===== src/rtl/uart_comm_pkg.sv =====
// Shared state encoding and framing constants for the host UART command link.
package uart_comm_pkg;

  typedef enum logic [1:0] {
    IDLE  = 2'd0,
    START = 2'd1,
    DATA  = 2'd2,
    STOP  = 2'd3
  } uart_state_t;

  localparam int DATA_BITS = 8;
  localparam int CMD_BYTES = 3;

endpackage


===== src/rtl/uart_tx.sv =====
// 8N1 serializer: one start bit, eight data bits LSB first, one stop bit.
module uart_tx
  import uart_comm_pkg::*;
#(
  parameter int BAUD_DIV = 2604
) (
  input  logic       clk,
  input  logic       rst_n,
  input  logic [7:0] tx_data,
  input  logic       trmt,
  output logic       TX,
  output logic       tx_done
);

  localparam int            BW        = $clog2(BAUD_DIV);
  localparam logic [BW-1:0] BAUD_LAST = BW'(BAUD_DIV - 1);
  localparam logic [BW-1:0] BAUD_PRE  = BW'(BAUD_DIV - 2);

  uart_state_t   r_state;
  logic [BW-1:0] r_baud;
  logic [2:0]    r_bit;
  logic [7:0]    r_shift;
  logic          r_tx;
  logic          r_done;

  // Transmit FSM; tx_done is raised one clock early so it lands on the last stop-bit clock.
  always_ff @(posedge clk) begin
    if (!rst_n) begin
      r_state <= IDLE;
      r_baud  <= '0;
      r_bit   <= 3'd0;
      r_shift <= 8'd0;
      r_tx    <= 1'b1;
      r_done  <= 1'b0;
    end else begin
      r_done <= 1'b0;
      case (r_state)
        IDLE: begin
          if (trmt) begin
            r_shift <= tx_data;
            r_tx    <= 1'b0;
            r_baud  <= '0;
            r_state <= START;
          end
        end
        START: begin
          if (r_baud == BAUD_LAST) begin
            r_baud  <= '0;
            r_bit   <= 3'd0;
            r_tx    <= r_shift[0];
            r_state <= DATA;
          end else begin
            r_baud <= r_baud + 1'b1;
          end
        end
        DATA: begin
          if (r_baud == BAUD_LAST) begin
            r_baud <= '0;
            if (r_bit == 3'(DATA_BITS - 1)) begin
              r_tx    <= 1'b1;
              r_state <= STOP;
            end else begin
              r_bit   <= r_bit + 3'd1;
              r_shift <= {1'b0, r_shift[7:1]};
              r_tx    <= r_shift[1];
            end
          end else begin
            r_baud <= r_baud + 1'b1;
          end
        end
        STOP: begin
          if (r_baud == BAUD_PRE) begin
            r_done <= 1'b1;
          end
          if (r_baud == BAUD_LAST) begin
            r_baud  <= '0;
            r_state <= IDLE;
          end else begin
            r_baud <= r_baud + 1'b1;
          end
        end
        default: begin
          r_state <= IDLE;
          r_tx    <= 1'b1;
        end
      endcase
    end
  end

  assign TX      = r_tx;
  assign tx_done = r_done;

endmodule


===== src/rtl/uart_cmd_comm.sv =====
// Host serial front end: receives 3-byte commands with a ready/clear handshake
// and transmits single response bytes through uart_tx.
module uart_cmd_comm
  import uart_comm_pkg::*;
#(
  parameter int BAUD_DIV      = 2604,
  parameter int FRAME_TO_BITS = 32
) (
  input  logic        clk,
  input  logic        rst_n,
  input  logic        RX,
  output logic        TX,
  output logic [23:0] cmd,
  output logic        cmd_rdy,
  input  logic        clr_cmd_rdy,
  input  logic [7:0]  resp_data,
  input  logic        send_resp,
  output logic        resp_sent
);

  localparam int            BW        = $clog2(BAUD_DIV);
  localparam logic [BW-1:0] BAUD_LAST = BW'(BAUD_DIV - 1);
  localparam logic [BW-1:0] HALF_LAST = BW'(BAUD_DIV / 2 - 1);
  localparam int            TO_CLKS   = FRAME_TO_BITS * BAUD_DIV;
  localparam int            TW        = $clog2(TO_CLKS + 1);
  localparam logic [TW-1:0] TO_LAST   = TW'(TO_CLKS - 1);
  localparam logic [TW-1:0] TO_MAX    = TW'(TO_CLKS);

  logic          r_rx_meta, r_rx_sync, r_rx_prev;
  uart_state_t   r_state;
  logic [BW-1:0] r_baud;
  logic [2:0]    r_bit;
  logic [7:0]    r_shift;
  logic          r_rx_done, r_rx_ferr;
  logic [1:0]    r_byte_cnt;
  logic [TW-1:0] r_idle_cnt;
  logic [23:0]   r_cmd;
  logic          r_cmd_rdy;
  logic          w_start, w_timeout;

  // Two-flop synchronizer plus one delayed copy for falling-edge detection.
  always_ff @(posedge clk) begin
    if (!rst_n) begin
      r_rx_meta <= 1'b1;
      r_rx_sync <= 1'b1;
      r_rx_prev <= 1'b1;
    end else begin
      r_rx_meta <= RX;
      r_rx_sync <= r_rx_meta;
      r_rx_prev <= r_rx_sync;
    end
  end

  assign w_start   = (r_state == IDLE) && r_rx_prev && !r_rx_sync;
  assign w_timeout = (r_state == IDLE) && (r_byte_cnt != 2'd0) && (r_idle_cnt == TO_LAST);

  // Receive FSM; rx_done / rx_ferr pulse the clock after the stop-bit sample.
  always_ff @(posedge clk) begin
    if (!rst_n) begin
      r_state   <= IDLE;
      r_baud    <= '0;
      r_bit     <= 3'd0;
      r_shift   <= 8'd0;
      r_rx_done <= 1'b0;
      r_rx_ferr <= 1'b0;
    end else begin
      r_rx_done <= 1'b0;
      r_rx_ferr <= 1'b0;
      case (r_state)
        IDLE: begin
          if (w_start) begin
            r_baud  <= '0;
            r_state <= START;
          end
        end
        START: begin
          if (r_baud == HALF_LAST) begin
            r_baud  <= '0;
            r_bit   <= 3'd0;
            r_state <= r_rx_sync ? IDLE : DATA;
          end else begin
            r_baud <= r_baud + 1'b1;
          end
        end
        DATA: begin
          if (r_baud == BAUD_LAST) begin
            r_baud  <= '0;
            r_shift <= {r_rx_sync, r_shift[7:1]};
            if (r_bit == 3'(DATA_BITS - 1)) begin
              r_state <= STOP;
            end else begin
              r_bit <= r_bit + 3'd1;
            end
          end else begin
            r_baud <= r_baud + 1'b1;
          end
        end
        STOP: begin
          if (r_baud == BAUD_LAST) begin
            r_baud    <= '0;
            r_state   <= IDLE;
            r_rx_done <= r_rx_sync;
            r_rx_ferr <= !r_rx_sync;
          end else begin
            r_baud <= r_baud + 1'b1;
          end
        end
        default: r_state <= IDLE;
      endcase
    end
  end

  // Command packing, inter-byte timeout and the ready handshake (set beats clear).
  always_ff @(posedge clk) begin
    if (!rst_n) begin
      r_byte_cnt <= 2'd0;
      r_idle_cnt <= '0;
      r_cmd      <= 24'd0;
      r_cmd_rdy  <= 1'b0;
    end else begin
      if (w_start) begin
        r_idle_cnt <= '0;
      end else if ((r_state == IDLE) && (r_byte_cnt != 2'd0) && (r_idle_cnt != TO_MAX)) begin
        r_idle_cnt <= r_idle_cnt + 1'b1;
      end

      if (r_rx_ferr || w_timeout) begin
        r_byte_cnt <= 2'd0;
      end else if (r_rx_done) begin
        if (r_cmd_rdy) begin
          r_byte_cnt <= 2'd0;
        end else begin
          case (r_byte_cnt)
            2'd0:    r_cmd[23:16] <= r_shift;
            2'd1:    r_cmd[15:8]  <= r_shift;
            default: r_cmd[7:0]   <= r_shift;
          endcase
          r_byte_cnt <= (r_byte_cnt == 2'(CMD_BYTES - 1)) ? 2'd0 : r_byte_cnt + 2'd1;
        end
      end

      if (r_rx_done && !r_rx_ferr && !r_cmd_rdy && (r_byte_cnt == 2'(CMD_BYTES - 1))) begin
        r_cmd_rdy <= 1'b1;
      end else if (clr_cmd_rdy) begin
        r_cmd_rdy <= 1'b0;
      end
    end
  end

  assign cmd     = r_cmd;
  assign cmd_rdy = r_cmd_rdy;

  uart_tx #(
    .BAUD_DIV(BAUD_DIV)
  ) u_tx (
    .clk    (clk),
    .rst_n  (rst_n),
    .tx_data(resp_data),
    .trmt   (send_resp),
    .TX     (TX),
    .tx_done(resp_sent)
  );

endmodule


===== config.mk =====
export PLATFORM = sky130hd
export DESIGN_NAME = uart_cmd_comm
export DESIGN_NICKNAME = d
export VERILOG_FILES = /design/src/rtl/uart_comm_pkg.sv /design/src/rtl/uart_tx.sv /design/src/rtl/uart_cmd_comm.sv
export SDC_FILE = /design/constraint.sdc
export NUM_CORES = 1
export LEC_CHECK = 0
export ABC_AREA = 1
export BUFFER_PORTS_ARGS = -buffer_cell sky130_fd_sc_hd__buf_2
export CAP_MARGIN = 20
export CORE_ASPECT_RATIO = 1.4
export CORE_MARGIN = 2
export CORE_UTILIZATION = 35
export DETAILED_ROUTE_END_ITERATION = 10
export GPL_TIMING_DRIVEN = 0
export PLACE_DENSITY = 0.51
export SYNTH_ARGS = -nofsm -noshare
export SYNTH_HDL_FRONTEND = slang
export SYNTH_SLANG_ARGS = --single-unit

===== constraint.sdc =====
create_clock -name clk -period 1.7 [get_ports clk]
set_clock_uncertainty 0.15 [all_clocks]
set_input_delay 0.34 -clock clk [delete_from_list [all_inputs] [get_ports clk]]
set_output_delay 0.34 -clock clk [all_outputs]
set_load 0.01 [all_outputs]

==> results.toml <==
[layout]
nets = 923
syn_to_final_growth_pct = 29.3
nFillCells = 1571
finalNonFillerCells = 1092
design_area_um2 = 6990
num_antenna_cells = 0
drive_above_1_share = 0.252

[global_routing]
grt.overflow.total = 0
grt_antenna_before_repair = 0
grt_pass1_wl_um = 21900
grt_max_degree = 18
grt_pass1_vias = 4744
grtUsageTotal = 0.167

[run]
max-cap-violations = 0

[die]
io_pins = 40
dieArea_um2 = 16500
fp-row-count = 53
chipHeight_um = 151
dieWidth_um = 109
start_util = 0.359
core_area_um2 = 15100

[worst_setup_path]
start_kind = "flop"
critPathRequiredTime_ns = 1.85
rrSetupSlack_ns = 0.01
path_cells = "ha_4, nand3_4, nor2_4, nand2_4, nand3b_4, buf_6, nand4_1, nand2_1, nor2_1"
worstSetupPathType = "reg2reg"
cp_top_family = "simple AND/OR/NAND/NOR gates"
critPathMaxFanout = 7
endpoint_kind = "flop"
arrival_ns = 1.84
cp.depth = 9
cpMaxStageDelayCell = "dfxtp_4"
slowest_delay_ns = 0.38
critical_path_buf_inv_count = 1
reg2reg_depth = 9

[power_and_ir_drop]
seqPwrFrac = 0.409
p_comb_frac = 0.236
sw_frac_of_total = 0.303
ir_drop_mv = 0.680
cellPowerDensity_nw_per_um2 = 918
p_int_mw = 4.47
switchingPower_mw = 1.94
p_clk_frac = 0.354
power_mw = 6.42
p_leak_nw = 2.99

[placement]
dp_hpwl_um = 9180
dp.cells = 1036
dp_slack_ns = -0.293
port_buffers = 38
gp_congestion = 0.805
placed_cell_area_um2 = 5850

[synthesis]
ys_ff_latch = 101
syn_avg_cell_area_um2 = 6.70
ys_seq_area_frac = 0.374
syn_inst = 806
synth_nets = 834
ys_types = 39
syn_area_um2 = 5400
synth_warnings = 0

[sta]
finalHoldViolCount = 0
worstMarginPinSlew_ns = 0.618
slew_headroom = 0.588
drv_slew = 0
max_freq_ghz = 0.592
fin_crit_sh = 0.993
setup_slack_ns = 0.0113
setup_violations = 0
min_period_ns = 1.69
grt_setup_unrepaired = "true"
whs_ns = 0.0355

[detailed_routing]
drt_iter0_drc = 180
wire_per_inst_um = 12.2
drc = 0
ant_nets = 0
drt_wl_total_um = 13300
via_per_inst = 4.64
vias = 5068
dr.pass1.iters = 4

[cts]
clk_latency_ns = 0.36
cts_made_buffers = 9
htree_num_levels = 3
cts_tree = "done"
cts.path.max_buffers = 2
clk_pin_slew_ns = 0.07
cts_root_buffer = "clkbuf_16"
cts_sinks = 101

[min_path]
min_path_cells = 2
worstHoldPathType = "in2reg"

[status]
status = "finished clean"
[per-stage QoR]
stage,util,TNS [ns]
floorplan,-,0
global placement,0.388,-14.77
detailed placement,0.388,-14.12
CTS,0.435,-0.438
global route,0.464,-3.01
finish,0.464,0
[worst paths after layout]
| path | startpoint | to |
|---|---|---|
| setup reg to reg | r_idle_cnt[0]$_SDFFE_PP0P_ | cmd[7]$_SDFFE_PN0P_ |
| setup / recovery | r_idle_cnt[0]$_SDFFE_PP0P_ | cmd[7]$_SDFFE_PN0P_ |
| hold reg to reg | r_rx_meta$_SDFF_PN1_ | r_rx_sync$_SDFF_PN1_ |
| hold / removal | RX | r_rx_meta$_SDFF_PN1_ |
[registers in the layout (all words and copies together), names as in the netlist, 2 cells and up, named ones only]
register and flops:
u_tx.r_baud 12, cmd 24, r_shift 8, r_bit 3, r_byte_cnt 2, u_tx.r_shift 8
r_idle_cnt 17, u_tx.r_bit 3, u_tx.r_state 2, r_baud 12
[cells by family after synthesis]
logic type / after synthesis / synth area share
AOI/OAI and AO/OA: 80 / 0.0778
adders and majority gates: 15 / 0.0347
buffers and inverters: 155 / 0.115
DFF: 101 / 0.374
and+or+nand+nor: 439 / 0.372
xor gates and xnor gates: 16 / 0.0259
[layer usage]
layer | vias to the layer above | global-route usage | share of wire
li1 | 2725 | - | -
met3 | 17 | 0.0280 | 0.028
met2 | 60 | 0.299 | 0.51
met4 | 0 | 0.0590 | 0.019
met5 | - | 0 | 0
met1 | 2266 | 0.197 | 0.45
[worst register-to-register path, delay by kind of cell (launching register included)]
| kind | cells | cell delay, ns |
|---|---|---|
| buffers and inverters | 1 | 0.18 |
| AND/OR/NAND/NOR | 7 | 0.76 |
| adder cells (fa/ha/maj) | 1 | 0.16 |
| flip-flops | 1 | 0.38 |
[cells in the final DEF (no fill, tap or decap), drive strengths merged]
cell type / count
a21oi: 52
a31oi: 1
buf: 86
bufinv: 2
clkbuf: 22
clkinv: 18
dfxtp: 101
ha: 15
inv: 120
nand2: 230
nand3: 49
nand3b: 3
nand4: 42
nor2: 90
nor3: 17
nor4: 1
o211ai: 1
o21ai: 23
o21bai: 1
o31ai: 2
or2: 8
xnor2: 4
xor2: 12
[cell type report]
| type | instances | area [um^2] | share of cell area |
|---|---|---|---|
| Buffer | 20 | 148 | 0.0211 |
| Clock buffer | 10 | 229 | 0.0328 |
| Clock inverter | 6 | 98.8 | 0.0142 |
| Inverter | 134 | 509 | 0.0729 |
| Multi-Input combinational cell | 551 | 3140 | 0.450 |
| Sequential cell | 101 | 2060 | 0.295 |
| Tap cell | 192 | 240 | 0.0344 |
| Timing Repair Buffer | 78 | 557 | 0.0797 |
[timing repair]
item,in CTS,in global routing
resized for setup,52,87
hold buffers,0,0
setup buffers,22,14
gates cloned,2,3
pin swaps,18,32
setup endpoints to repair,88,90
[power groups by stage]
stage          Clock [mW]  Sequential, mW  Combinational [mW]
2_1_floorplan           0            2.66               0.790
3_3_place_gp            0            2.68                1.03
3_5_place_dp            0            2.68                1.03
4_1_cts              2.35            2.62                1.25
5_1_grt              2.44            2.65                1.69
6_report             2.27            2.63                1.52
[synthesized netlist by cell type (all sizes together)]
cell | n | area share
buf | 11 | 0.015
a31oi | 1 | 0.0012
nor2 | 90 | 0.070
clkbuf | 10 | 0.0069
o21bai | 1 | 0.0014
clkinv | 15 | 0.010
a21oi | 52 | 0.049
or2 | 8 | 0.0093
xor2 | 12 | 0.019
nor3 | 17 | 0.023
o211ai | 1 | 0.0014
nand2 | 230 | 0.16
nor4 | 1 | 0.0012
nand4 | 42 | 0.049
nand3 | 49 | 0.050
dfxtp | 101 | 0.37
xnor2 | 4 | 0.0065
ha | 15 | 0.035
inv | 119 | 0.083
o21ai | 23 | 0.021
o31ai | 2 | 0.0037
nand3b | 2 | 0.0051
Power figures use the tool's default switching activity.
